## src/rtl/seq_calc_core.sv

```systemverilog
// Multi-cycle arithmetic core: add, subtract, shift-add multiply and restoring
// divide on two unsigned WIDTH-bit operands, with a start/busy/done handshake.
module seq_calc_core #(
  parameter int WIDTH = 6
) (
  input  logic               clk,
  input  logic               rst_n,
  input  logic               start,
  input  logic [1:0]         op,
  input  logic [WIDTH-1:0]   a,
  input  logic [WIDTH-1:0]   b,
  output logic               busy,
  output logic               done,
  output logic [2*WIDTH-1:0] out,
  output logic               err
);

  localparam int CW = $clog2(WIDTH + 1);

  typedef enum logic {
    IDLE,
    CALC
  } state_e;

  typedef enum logic [1:0] {
    OP_ADD = 2'b00,
    OP_SUB = 2'b01,
    OP_MUL = 2'b10,
    OP_DIV = 2'b11
  } op_e;

  state_e             state_q, state_d;
  logic [CW-1:0]      cnt_q, cnt_d;
  op_e                op_q, op_d;
  logic [WIDTH-1:0]   a_q, a_d;
  logic [WIDTH-1:0]   b_q, b_d;
  logic [2*WIDTH-1:0] acc_q, acc_d;
  logic [2*WIDTH-1:0] out_q, out_d;
  logic               err_q, err_d;
  logic               done_q, done_d;

  logic [WIDTH:0]     add_sum;
  logic [WIDTH:0]     sub_diff;
  logic [WIDTH:0]     mul_sum;
  logic [2*WIDTH-1:0] mul_next;
  logic [WIDTH:0]     div_rem;
  logic [WIDTH:0]     div_trial;
  logic [2*WIDTH-1:0] div_next;
  logic               last_step;

  assign add_sum  = {1'b0, a_q} + {1'b0, b_q};
  assign sub_diff = {1'b0, a_q} - {1'b0, b_q};

  // Multiply: acc holds {partial product, remaining multiplier bits}; add the
  // multiplicand into the upper half when the multiplier LSB is set, then shift right.
  assign mul_sum  = {1'b0, acc_q[2*WIDTH-1:WIDTH]} + (acc_q[0] ? {1'b0, a_q} : '0);
  assign mul_next = {mul_sum, acc_q[WIDTH-1:1]};

  // Divide: acc holds {remainder, dividend/quotient}; shift left one bit, trial
  // subtract the divisor and keep the difference only when it did not go negative.
  assign div_rem   = acc_q[2*WIDTH-1:WIDTH-1];
  assign div_trial = div_rem - {1'b0, b_q};
  assign div_next  = div_trial[WIDTH]
                   ? {acc_q[2*WIDTH-2:WIDTH-1], acc_q[WIDTH-2:0], 1'b0}
                   : {div_trial[WIDTH-1:0],     acc_q[WIDTH-2:0], 1'b1};

  assign last_step = (cnt_q == CW'(WIDTH - 1));

  // NOTE: sequential state uses non-blocking assignments so every register
  // samples the pre-edge values of the others regardless of statement order.
  always_ff @(posedge clk or negedge rst_n) begin
    if (!rst_n) begin
      state_q <= IDLE;
      cnt_q   <= '0;
      op_q    <= OP_ADD;
      a_q     <= '0;
      b_q     <= '0;
      acc_q   <= '0;
      out_q   <= '0;
      err_q   <= 1'b0;
      done_q  <= 1'b0;
    end else begin
      state_q <= state_d;
      cnt_q   <= cnt_d;
      op_q    <= op_d;
      a_q     <= a_d;
      b_q     <= b_d;
      acc_q   <= acc_d;
      out_q   <= out_d;
      err_q   <= err_d;
      done_q  <= done_d;
    end
  end

  always_comb begin
    // NOTE: every signal gets a hold/default value first so no path through
    // the case statements can leave one unassigned and infer a latch.
    state_d = state_q;
    cnt_d   = cnt_q;
    op_d    = op_q;
    a_d     = a_q;
    b_d     = b_q;
    acc_d   = acc_q;
    out_d   = out_q;
    err_d   = err_q;
    done_d  = 1'b0;

    unique case (state_q)
      IDLE: begin
        if (start) begin
          op_d    = op_e'(op);
          a_d     = a;
          b_d     = b;
          acc_d   = (op_e'(op) == OP_DIV) ? {{WIDTH{1'b0}}, a} : {{WIDTH{1'b0}}, b};
          cnt_d   = '0;
          state_d = CALC;
        end
      end

      CALC: begin
        unique case (op_q)
          OP_ADD: begin
            out_d   = {{(WIDTH-1){1'b0}}, add_sum};
            err_d   = add_sum[WIDTH];
            done_d  = 1'b1;
            state_d = IDLE;
          end
          OP_SUB: begin
            out_d   = {{WIDTH{1'b0}}, sub_diff[WIDTH-1:0]};
            err_d   = sub_diff[WIDTH];
            done_d  = 1'b1;
            state_d = IDLE;
          end
          OP_MUL: begin
            acc_d = mul_next;
            cnt_d = cnt_q + CW'(1);
            if (last_step) begin
              out_d   = mul_next;
              err_d   = 1'b0;
              done_d  = 1'b1;
              state_d = IDLE;
            end
          end
          OP_DIV: begin
            if (b_q == '0) begin
              out_d   = '1;
              err_d   = 1'b1;
              done_d  = 1'b1;
              state_d = IDLE;
            end else begin
              acc_d = div_next;
              cnt_d = cnt_q + CW'(1);
              if (last_step) begin
                out_d   = div_next;
                err_d   = 1'b0;
                done_d  = 1'b1;
                state_d = IDLE;
              end
            end
          end
          default: ;
        endcase
      end

      default: state_d = IDLE;
    endcase
  end

  assign busy = (state_q == CALC);
  assign done = done_q;
  assign out  = out_q;
  assign err  = err_q;

endmodule
```

## config.mk

```make
export PLATFORM = sky130hd
export DESIGN_NAME = seq_calc_core
export DESIGN_NICKNAME = d
export VERILOG_FILES = /design/src/rtl/seq_calc_core.sv
export SDC_FILE = /design/constraint.sdc
export NUM_CORES = 1
export LEC_CHECK = 0
export CORE_ASPECT_RATIO = 0.9
export CORE_MARGIN = 5
export CORE_UTILIZATION = 40
export CTS_CLUSTER_SIZE = 12
export DETAILED_ROUTE_END_ITERATION = 6
export PLACE_DENSITY = 0.57
export SLEW_MARGIN = 20
export SYNTH_ARGS = -nofsm -noshare
export SYNTH_HDL_FRONTEND = slang
export SYNTH_SLANG_ARGS = --single-unit
```

## constraint.sdc

```tcl
create_clock -name clk -period 3 [get_ports clk]
set_clock_uncertainty 0.1 [all_clocks]
set_input_delay 0.45 -clock clk [delete_from_list [all_inputs] [get_ports clk]]
set_output_delay 0.45 -clock clk [all_outputs]
set_load 0.03 [all_outputs]
```

* After elaboration in Yosys (flattened, before gate mapping) *
Index checks and enable logic that the tools add are counted.

storage, ports and cells
  bits in registers = 44
  bits in latches = 0
  memory bits (writable) = 0
  bits in read-only memories = 0
  output and inout port bits = 15
  logic and storage cells = 58
  memories = 0

operators by class
  add/subtract/negate cells = 5
  $mul = 0
  divide/modulo/power cells = 0
  $lt $le $gt $ge = 0
  equality and inequality tests = 10
  shifts and indexed selects = 0
  muxes and demuxes = 27
  bitwise gates (word level) = 1
  reductions and logical operators = 6

operators with widths
  operator               number
  $mux W12               6
  $pmux W12 S2           2
  $pmux W12 S4           1
  $add A6 B6 Y7          2
  $mux W6                2
  $pmux W3 S2            2
  $mux W1                8
  $sub A6 B6 Y7          1
  $sub A7 B6 Y7          1
  $eq A2 B2 Y1 const B   3
  $logic_not A6 Y1       1
  $mux W3                2
  $ne A3 B3 Y1 const B   2
  $pmux W1 S3            2
  $reduce_and A3 Y1      2
  $ne A2 B2 Y1 const B   2
  $pmux W1 S4            1
  $add A3 B1 Y3 const B  1
  $eq A3 B3 Y1 const B   1
  $ne A3 B1 Y1 const B   1
  $eq A2 B1 Y1 const B   1
  $logic_not A2 Y1       1
  $pmux W1 S2            1
  $reduce_and A2 Y1      1
  other kinds (2)        2

* Logic depth before layout (Yosys ltp) *
Gate-level depths: netlist of the first run.

  depth in word-level cells = 5
  depth in mapped cells = 11

* Worst setup path before layout of the first run *
No wires, ideal clock.

  path kind = register -> register
  from = reg b_q[0]
  to = reg out_q[7] (netlist: out[7])
  library setup time = 0.126 ns
  data arrival time = 2.399 ns
  data required time = 2.774 ns
  path slack = 0.375 ns
  cell stages (with the launch flop) = 11
  buffers on the path = 1
  path through = dfrtp_1 ha_1 inv_1 fa_1 a211oi_1 or3b_2 nand3_1 buf_2 mux2i_1 nor2_1 o32a_1

on the way
  cells in the longest elaborated chain, start to end = 5

RTL lines
  item                    RTL line  source
  start, declared         36        logic [WIDTH-1:0] b_q, b_d;
  start signal, assigned  77        b_q <= '0;
  start signal, assigned  87        b_q <= b_d;
  $sub A7 B6 Y7           62        assign div_trial = div_rem - {1'b0, b_q};
  $mux W12                64        ? {acc_q[2*WIDTH-2:WIDTH-1], acc_q[WIDTH-2:0], 1'b0}
  $mux W12                153       if (last_step) begin
  $mux W12                145       if (b_q == '0) begin
  $pmux W12 S4            121       unique case (op_q)
  end signal, assigned    89        out_q <= out_d;
  end, declared           38        logic [2*WIDTH-1:0] out_q, out_d;

Parallel ways exist; a longest one is shown, timed or not. The select of a mux whose other input is x is not followed.
A chain may end at the register's enable or synchronous reset.

* Worst setup path in the final report of the first run *
  from = reg acc_q[5]
  to = reg out_q[7] (netlist: out[7])

on the way
  cells in the longest elaborated chain, start to end = 5

RTL lines
  item                    RTL line  source
  start, declared         37        logic [2*WIDTH-1:0] acc_q, acc_d;
  start signal, assigned  78        acc_q <= '0;
  start signal, assigned  88        acc_q <= acc_d;
  $sub A7 B6 Y7           62
  $mux W12                64
  $mux W12                153
  $mux W12                145
  $pmux W12 S4            121

No other way between the ends. The select of a mux whose other input is x is not followed.

==> metrics.md, run 1 <==
| Metric | Value |
|---|---|
| Status | `finished, final reports clean` |
| Most common cell after layout, fill and taps aside | `nand2_1` |
| Crit. Startpoint | `acc_q[5]` |
| Worst-Skew Late Latency | `0.30 ns` |
| Clock slew at reported path FFs | `0.09 ns` |
| CP Capture Type | `register` |
| TritonCTS clock tree | `built` |
| R2R depth | `10` |
| Fmax | `359 MHz` |
| Initial antenna violation count | `0` |
| Setup TNS | `0 ns` |
| Number of I/O pins | `32` |
| Pwr Total | `3.33 mW` |
| Via density per instance | `5.54` |
| Post-Synthesis Cells | `364` |
| Yosys reg bits | `44` |
| DR iter-0 viols | `147` |
| DPL Wire Length | `6.78 mm` |
| Tcrit/Tclk final | `92.9%` |
| Endpoints failing hold | `0` |
| WL/cell | `17.9 µm` |
| # rows | `31` |
| Max cap viols | `0` |
| Worst EP required | `3.09 ns` |
| Num CTS Buffers | `5` |
| R2R Path Start | `acc_q[5]` |
| CTS max path bufs | `2` |
| VDD IR max | `0.000310 V` |
| Synth Warn # | `0` |
| Min Tclk post-route | `2.79 ns` |
| Primary flip-flop cell chosen by synthesis mapping | `dfrtp_1` |
| Pin count of the biggest net entering global routing | `45` |
| RSZ-0062 raised after global routing | `no` |
| R2R Path End | `out[7]` |
| Crit path capture | `out[7]` |
| # setup viols final | `0` |
| Clock tree sinks | `44` |
| Synthesis-to-finish area growth | `17.0%` |
| Die ar. | `0.00994 mm²` |
| First-pass GRT wire length | `14.6 mm` |
| Total congestion overflow | `0` |
| Yosys top cell area share | `34.2%` |
| Starting density of the core | `40.5%` |
| Final wirelength | `8.82 mm` |
| Fin util | `47.4%` |
| Worst Max-Slew Pin Slew | `0.938 ns` |
| Antenna cells | `0` |
| Post-Synthesis Mean Instance Area | `8.84 µm²` |
| Gates resized, CTS repair | `0` |
| CP Class | `reg2reg` |
| Antenna Nets Post-Route | `0` |
| Leading post-synthesis cells by cell area | `dfrtp_1 (34%), ha_1 (10%), nand2_1 (6.2%)` |
| Ys async rst share | `100%` |
| Syn Std Cell Area | `0.00322 mm²` |
| Flop-to-flop setup slack | `0.21 ns` |
| CP Launch Type | `register` |
| Leading area contributor after synthesis | `dfrtp_1` |
| Leak | `1.69 nW` |
| Drt drc | `0` |
| First-pass DRT Iterations | `4` |
| Gpl congestion | `0.881` |
| Nets@finish | `440` |
| Number of synthesized flops with an enable pin | `0` |
| Via count | `2728` |
| Slew Limit Fails | `0` |
| Die Y | `95.1 µm` |
| Most frequent cells in the layout | `nand2_1 (53), dfrtp_1 (44), o21ai_0 (34)` |
| Overall Global Routing Usage | `18.6%` |
| Pwr dens | `885 mW/mm²` |
| Die span in x | `105 µm` |
| Setup bufs post-CTS | `0` |
| Max FO, Critical Path | `11` |
| Synth unique cells | `52` |
| Vias in the first global route | `2672` |
| CTS H-tree depth | `2` |
| Slew headroom | `37.5%` |
| CTS Hold Bufs | `0` |
| Placed Area | `0.00363 mm²` |
| Root Driver | `clkbuf_8` |
| CP arrival | `2.88 ns` |
| Port Buffers | `31` |
| Core area | `0.00795 mm²` |
| Share of cells above drive strength 1 | `7.12%` |
| Final Cell Area | `0.00377 mm²` |
| Sequential area share after synthesis | `34.2%` |
| Hold Crit Class | `in2async` |
| Syn nets | `411` |
critical path, stage by stage, from the launching register on:
cell      delay [ns]
dfrtp_1         0.40
inv_1           0.11
ha_1            0.18
inv_1           0.06
fa_1            0.42
a211oi_1        0.26
or3b_2          0.18
nand3_2         0.23
mux2i_1         0.31
nor2_1          0.08
o32a_1          0.36
metrics by stage:
| stage | std cells | worst slack (ns) | hold slack (ns) |
|---|---|---|---|
| final | 492 | 0.213 | 0.0464 |
| after global routing | 492 | 0.0757 | 0.0928 |
| after CTS | 492 | 0.110 | 0.257 |
| after detailed placement | 485 | 0.123 | 0.373 |
| after global placement | 485 | 0.191 | 0.364 |
| after floorplan | 364 | 0.375 | 0.0544 |
registers in the layout, indices dropped and copies added (netlist names):
signal,cells
a_q,6
done,1
cnt_q,3
acc_q,12
out,12
err,1
busy,1
b_q,6
op_q,2
where the power goes:
group	total (mW)	switching, mW	internal, mW
logic	1.78	1.01	0.772
clock network	0.547	0.219	0.328
registers	1.00	0.216	0.784
cell families after synthesis:
group           after synthesis  synth area share (%)
compound gates              112                  21.9
xor+xnor                     11                  2.99
fa+ha+maj                    30                  12.6
buf+inv                      36                  4.59
flops                        44                  34.2
mux                          19                  5.95
simple gates                112                  17.8
cell usage after synthesis (all sizes together), types with 2 or more instances:
cell	instances
mux2i	18
dfrtp	44
o221ai	4
nand2b	3
a31oi	4
o22ai	4
ha	26
o211ai	3
clkbuf	10
inv	20
o31a	2
o21ai	35
nor3b	4
nor3	2
a21o	4
a211oi	5
o32a	2
nor2	17
nand2	54
fa	4
xnor2	10
a221oi	4
o21a	3
nor2b	9
buf	6
and2	9
a21oi	33
o21bai	4
and3	2
nand3	5
cell type report:
class | instances | area, µm²
clock buffer | 5 | 68.8
clock inverter | 2 | 60.1
fill | 795 | 4190
inverter | 20 | 75.1
multi-input combinational | 284 | 1980
sequential | 44 | 1100
tap | 99 | 124
timing repair buffer | 38 | 360
worst min path at each step:
stage	slack [ns]	endpoint
after floorplan	0.05	a_q[0]
after global placement	0.36	out[1]
after detailed placement	0.37	out[2]
after CTS	0.26	out[2]
after global routing	0.09	busy
final	0.05	out[2]
per-layer routing:
metal | vias to the layer above | share of wire (%) | wire [µm] | track usage [%]
met5 | - | 0 | 0 | 0
met2 | 79 | 43 | 3750 | 28.5
met4 | 0 | 0.77 | 68 | 3.88
met1 | 1283 | 50 | 4410 | 27.3
li1 | 1360 | - | - | -
met3 | 6 | 6.8 | 598 | 3.59
No activity file was read; power rests on OpenSTA's default activity.
==> run 2: changes to the inputs <==
--- a/config.mk
+++ b/config.mk
@@ -6,7 +6,7 @@
 export NUM_CORES = 1
 export LEC_CHECK = 0
 export CORE_ASPECT_RATIO = 0.9
-export CORE_MARGIN = 5
+export CORE_MARGIN = 1
 export CORE_UTILIZATION = 40
 export CTS_CLUSTER_SIZE = 12
 export DETAILED_ROUTE_END_ITERATION = 6
==> constraint.sdc (replaced) <==
create_clock -name clk -period 3.39 [get_ports clk]
set_clock_uncertainty 0.1 [all_clocks]
set_input_delay 0.5085 -clock clk [delete_from_list [all_inputs] [get_ports clk]]
set_output_delay 0.5085 -clock clk [all_outputs]
set_load 0.03 [all_outputs]
==> metrics.md, run 2 (synthesized netlist as in run 1, its figures left out) <==
| Metric | Value |
|---|---|
| Final wirelength | `8.47 mm` |
| Combinational fraction of design power | `56.6%` |
| RSZ-0062 raised after global routing | `no` |
| CTS Hold Bufs | `0` |
| Max FO, Critical Path | `11` |
| Total congestion overflow | `0` |
| # rows | `30` |
| Num CTS Buffers | `5` |
| Max stage delay cell, worst path | `dfrtp_1` |
| Pin count of the biggest net entering global routing | `45` |
| Gpl congestion | `0.827` |
| CP Cell Sequence | `ha_1, inv_1, fa_1, a211oi_1, or3b_2, nand3_1, mux2i_1, nor2_1, o32a_1` |
| Die span in x | `96.5 µm` |
| Share of cells above drive strength 1 | `5.66%` |
| WL/cell | `17.5 µm` |
| Sw frac | `45.4%` |
| Gates resized, CTS repair | `0` |
| CP Class | `reg2reg` |
| CP Launch Type | `register` |
| Slew headroom | `42.8%` |
| CP Capture Type | `register` |
| Max cap viols | `0` |
| Most common cell after layout, fill and taps aside | `nand2_1` |
| CTS H-tree depth | `2` |
| Setup bufs post-CTS | `0` |
| # setup viols final | `0` |
| Setup TNS | `0 ns` |
| Clk pwr share | `11.4%` |
| Tcrit/Tclk final | `87.2%` |
| VDD IR max | `0.000265 V` |
| Initial antenna violation count | `0` |
| Post-route insts no fill | `485` |
| Antenna Nets Post-Route | `0` |
| DPL Wire Length | `6.52 mm` |
| Status | `finished, final reports clean` |
| Endpoints failing hold | `0` |
| Drt drc | `0` |
| Synthesis-to-finish area growth | `14.2%` |
| Clock slew at reported path FFs | `0.08 ns` |
| Core area | `0.00766 mm²` |
| Nets@finish | `436` |
| Overall Global Routing Usage | `22.4%` |
| Leak | `1.64 nW` |
| Pwr dens | `751 mW/mm²` |
| WP buf/inv | `1` |
| Die ar. | `0.00841 mm²` |
| Top Family by Delay on Critical Path | `adder cells` |
| Clock tree sinks | `44` |
| First-pass GRT wire length | `14.0 mm` |
| Most frequent cells in the layout | `nand2_1 (53), dfrtp_1 (44), o21ai_0 (34)` |
| Pwr Total | `2.76 mW` |
| Slew Limit Fails | `0` |
| Worst-Skew Late Latency | `0.29 ns` |
| CTS max path bufs | `2` |
| Hold Crit Class | `in2async` |
| Internal | `1.51 mW` |
| Placed Cells | `478` |
| Placement Setup Slack | `0.476 ns` |
| Port Buffers | `31` |
| Root Driver | `clkbuf_8` |
| CP arrival | `3.04 ns` |
| Worst Max-Slew Pin Slew | `0.858 ns` |
| First-pass DRT Iterations | `4` |
| Via density per instance | `5.56` |
| R2R depth | `9` |
| Fmax | `338 MHz` |
| R2R Path Start | `b_q[0]` |
| Vias in the first global route | `2654` |
| Min Tclk post-route | `2.96 ns` |
| Number of I/O pins | `32` |
| Die Y | `87.1 µm` |
| Net Sw Power | `1.25 mW` |
| DR iter-0 viols | `152` |
| Worst Setup Slack, final | `0.434 ns` |
| Sequential share of power | `32.0%` |
| Worst EP required | `3.47 ns` |
| Fin util | `48.0%` |
| Starting density of the core | `42.0%` |
| TritonCTS clock tree | `built` |
| Via count | `2698` |
| CP max stage delay | `0.50 ns` |
| Antenna cells | `0` |
| R2R Path End | `out[7]` |
| Flop-to-flop setup slack | `0.43 ns` |
## run 2: cell count changes in the layout (fill, tap and decap cells not counted)
cell,change
nand3_1,+1
nand3_2,-1
buf_4,-4
bufinv_16,-2
clkinv_2,+1
clkbuf_1,+1
## run 2: layer usage
metal,part of all wire (%),GRT usage (%)
met3,4.4,3.58
met1,52,34.0
met4,1.3,6.15
met2,42,32.5
met5,0,0
## run 2: cell type report
| type | count | area (µm²) |
|---|---|---|
| Multi-Input combinational cell | 284 | 1970 |
| Inverter | 20 | 75.1 |
| Clock buffer | 6 | 72.6 |
| Sequential cell | 44 | 1100 |
| Fill cell | 789 | 3980 |
| Tap cell | 96 | 120 |
| Clock inverter | 1 | 5.00 |
| Timing Repair Buffer | 34 | 330 |
## run 2: worst reg2reg max path, cell delays in order (launching register included)
cell      delay, ns
dfrtp_1        0.50
ha_1           0.22
inv_1          0.05
fa_1           0.41
a211oi_1       0.26
or3b_2         0.18
nand3_1        0.37
mux2i_1        0.34
nor2_1         0.07
o32a_1         0.35
## run 2: stage by stage
step	area, µm²	hold slack [ns]
after detailed placement	3600	0.373
final	3680	0.0992
after global routing	3680	0.153
after global placement	3600	0.366
after CTS	3670	0.320
after floorplan	3220	0.113
## run 2: how the worst max path moves through the flow
stage / end / cells after the start / from
5_1_grt: out[7] / 9 / b_q[0]
3_3_place_gp: out[7] / 9 / b_q[0]
6_report: out[7] / 9 / b_q[0]
4_1_cts: out[7] / 9 / b_q[0]
3_5_place_dp: out[7] / 9 / b_q[0]
2_1_floorplan: out[7] / 10 / b_q[0]
## run 2: power by group through the flow
stage	logic, mW	clock network (mW)	registers (mW)
after floorplan	0.971	0	0.989
after global placement	1.54	0	0.888
after detailed placement	1.55	0	0.892
after CTS	1.56	0.327	0.882
after global routing	1.74	0.350	0.910
final	1.56	0.313	0.884
==> run 3: changes to the inputs <==
--- a/config.mk
+++ b/config.mk
@@ -5,12 +5,13 @@
 export SDC_FILE = /design/constraint.sdc
 export NUM_CORES = 1
 export LEC_CHECK = 0
+export ABC_CLOCK_PERIOD_IN_PS = 3390
 export CORE_ASPECT_RATIO = 0.9
 export CORE_MARGIN = 1
-export CORE_UTILIZATION = 40
+export CORE_UTILIZATION = 38
 export CTS_CLUSTER_SIZE = 12
 export DETAILED_ROUTE_END_ITERATION = 6
-export PLACE_DENSITY = 0.57
+export PLACE_DENSITY = 0.55
 export SLEW_MARGIN = 20
 export SYNTH_ARGS = -nofsm -noshare
 export SYNTH_HDL_FRONTEND = slang
==> metrics.md, run 3 (synthesized netlist as in run 1, its figures left out) <==
| Metric | Value |
|---|---|
| RSZ-0062 raised after global routing | `no` |
| Core area | `0.00815 mm²` |
| Via count | `2723` |
| Antenna Nets Post-Route | `0` |
| Port Buffers | `31` |
| CP Class | `reg2reg` |
| DPL Wire Length | `6.63 mm` |
| WL/cell | `17.8 µm` |
| CP arrival | `3.07 ns` |
| Flop-to-flop setup slack | `0.41 ns` |
| TritonCTS clock tree | `built` |
| First-pass DRT Iterations | `4` |
| # rows | `31` |
| Pwr dens | `769 mW/mm²` |
| Setup TNS | `0 ns` |
| Nets@finish | `436` |
| DR iter-0 viols | `122` |
| Worst EP required | `3.48 ns` |
| Worst-Skew Late Latency | `0.30 ns` |
| Placed Cells | `481` |
| Endpoints failing hold | `0` |
| Gates resized, CTS repair | `0` |
| Status | `finished, final reports clean` |
| Setup bufs post-CTS | `0` |
| Most common cell after layout, fill and taps aside | `nand2_1` |
| Antenna cells | `0` |
| Number of I/O pins | `32` |
| Share of cells above drive strength 1 | `5.67%` |
| Hold Crit Class | `in2async` |
| CP Capture Type | `register` |
| Most frequent cells in the layout | `nand2_1 (53), dfrtp_1 (44), o21ai_0 (34)` |
| Synthesis-to-finish area growth | `15.0%` |
| FF+latch area | `0.00110 mm²` |
| Slew Limit Fails | `0` |
| Total congestion overflow | `0` |
| Gpl congestion | `0.851` |
| Slew headroom | `37.4%` |
| Via density per instance | `5.59` |
| Die span in x | `99.0 µm` |
| Vias in the first global route | `2598` |
| Min Tclk post-route | `2.98 ns` |
| Leak | `1.65 nW` |
| Root Driver | `clkbuf_8` |
| Filler Cells Inserted | `811` |
| Final wirelength | `8.68 mm` |
| CP Launch Type | `register` |
| Die ar. | `0.00884 mm²` |
| Max FO, Critical Path | `11` |
| VDD IR max | `0.000227 V` |
| Initial antenna violation count | `0` |
| Overall Global Routing Usage | `21.0%` |
| Post-route insts no fill | `487` |
| Clock tree sinks | `44` |
| Multi-input gate area | `0.00197 mm²` |
| Drt drc | `0` |
| CTS Hold Bufs | `0` |
| Worst Max-Slew Pin Slew | `0.939 ns` |
| Num CTS Buffers | `5` |
| Max cap viols | `0` |
| Pin count of the biggest net entering global routing | `45` |
| Fmax | `335 MHz` |
| Tcrit/Tclk final | `88.0%` |
| CTS max path bufs | `2` |
| Die Y | `89.3 µm` |
| First-pass GRT wire length | `13.9 mm` |
| CTS H-tree depth | `2` |
| Clock slew at reported path FFs | `0.09 ns` |
| Starting density of the core | `39.5%` |
| # setup viols final | `0` |
-- run 3: cell types whose count changed in the layout (fill, tap and decap cells not counted), sizes merged --
| cell | delta |
|---|---|
| clkinv | -1 |
| clkbuf | -1 |
| bufinv | +1 |
-- run 3: per-layer routing --
metal | global-route usage, % | routed length [µm] | up-vias
li1 | - | - | 1345
met4 | 4.34 | 38 | 0
met1 | 31.4 | 4570 | 1311
met2 | 32.2 | 3750 | 63
met5 | 0 | 0 | -
met3 | 3.05 | 327 | 4
-- run 3: layout make-up --
type,instances,share of cell area [%]
Inverter,20,2.03
Multi-Input combinational cell,284,53.3
Clock inverter,1,0.811
Clock buffer,5,1.86
Sequential cell,44,29.7
Timing Repair Buffer,34,8.92
Tap cell,99,3.35
-- run 3: power by group --
group	switching, mW	leakage (nW)	internal (mW)
combinational	0.902	1.06	0.673
clock	0.178	0.0501	0.212
sequential	0.186	0.541	0.694
-- run 3: path summary, 6_finish.rpt --
check / from / endpoint / depth (start not counted)
max in group asynchronous: rst_n / op_q[1] / 1
worst min register to register: out[2] / out[2] / 2
min in group clk: out[2] / out[2] / 2
worst max-delay path: b_q[0] / out[7] / 9
worst max register to register: b_q[0] / out[7] / 9
worst min-delay path: rst_n / out[2] / 1
-- run 3: per-stage QoR --
step	setup WS (ns)	area (µm²)	power (mW)	utilization (%)	hold WS, ns
floorplan	0.765	3220	1.96	-	0.113
global placement	0.565	3600	2.43	44.2	0.363
detailed placement	0.499	3600	2.45	44.2	0.372
CTS	0.451	3700	2.85	45.4	0.331
global route	0.216	3700	3.04	45.4	0.164
finish	0.406	3700	2.85	45.4	0.0991
-- run 3: worst max-delay path: stages, from the launching register on --
cell and delay, ns:
dfrtp_1 0.49, ha_1 0.22, inv_1 0.07, fa_1 0.41
a211oi_1 0.28, or3b_2 0.18, nand3_1 0.35, mux2i_1 0.36
nor2_1 0.07, o32a_1 0.36
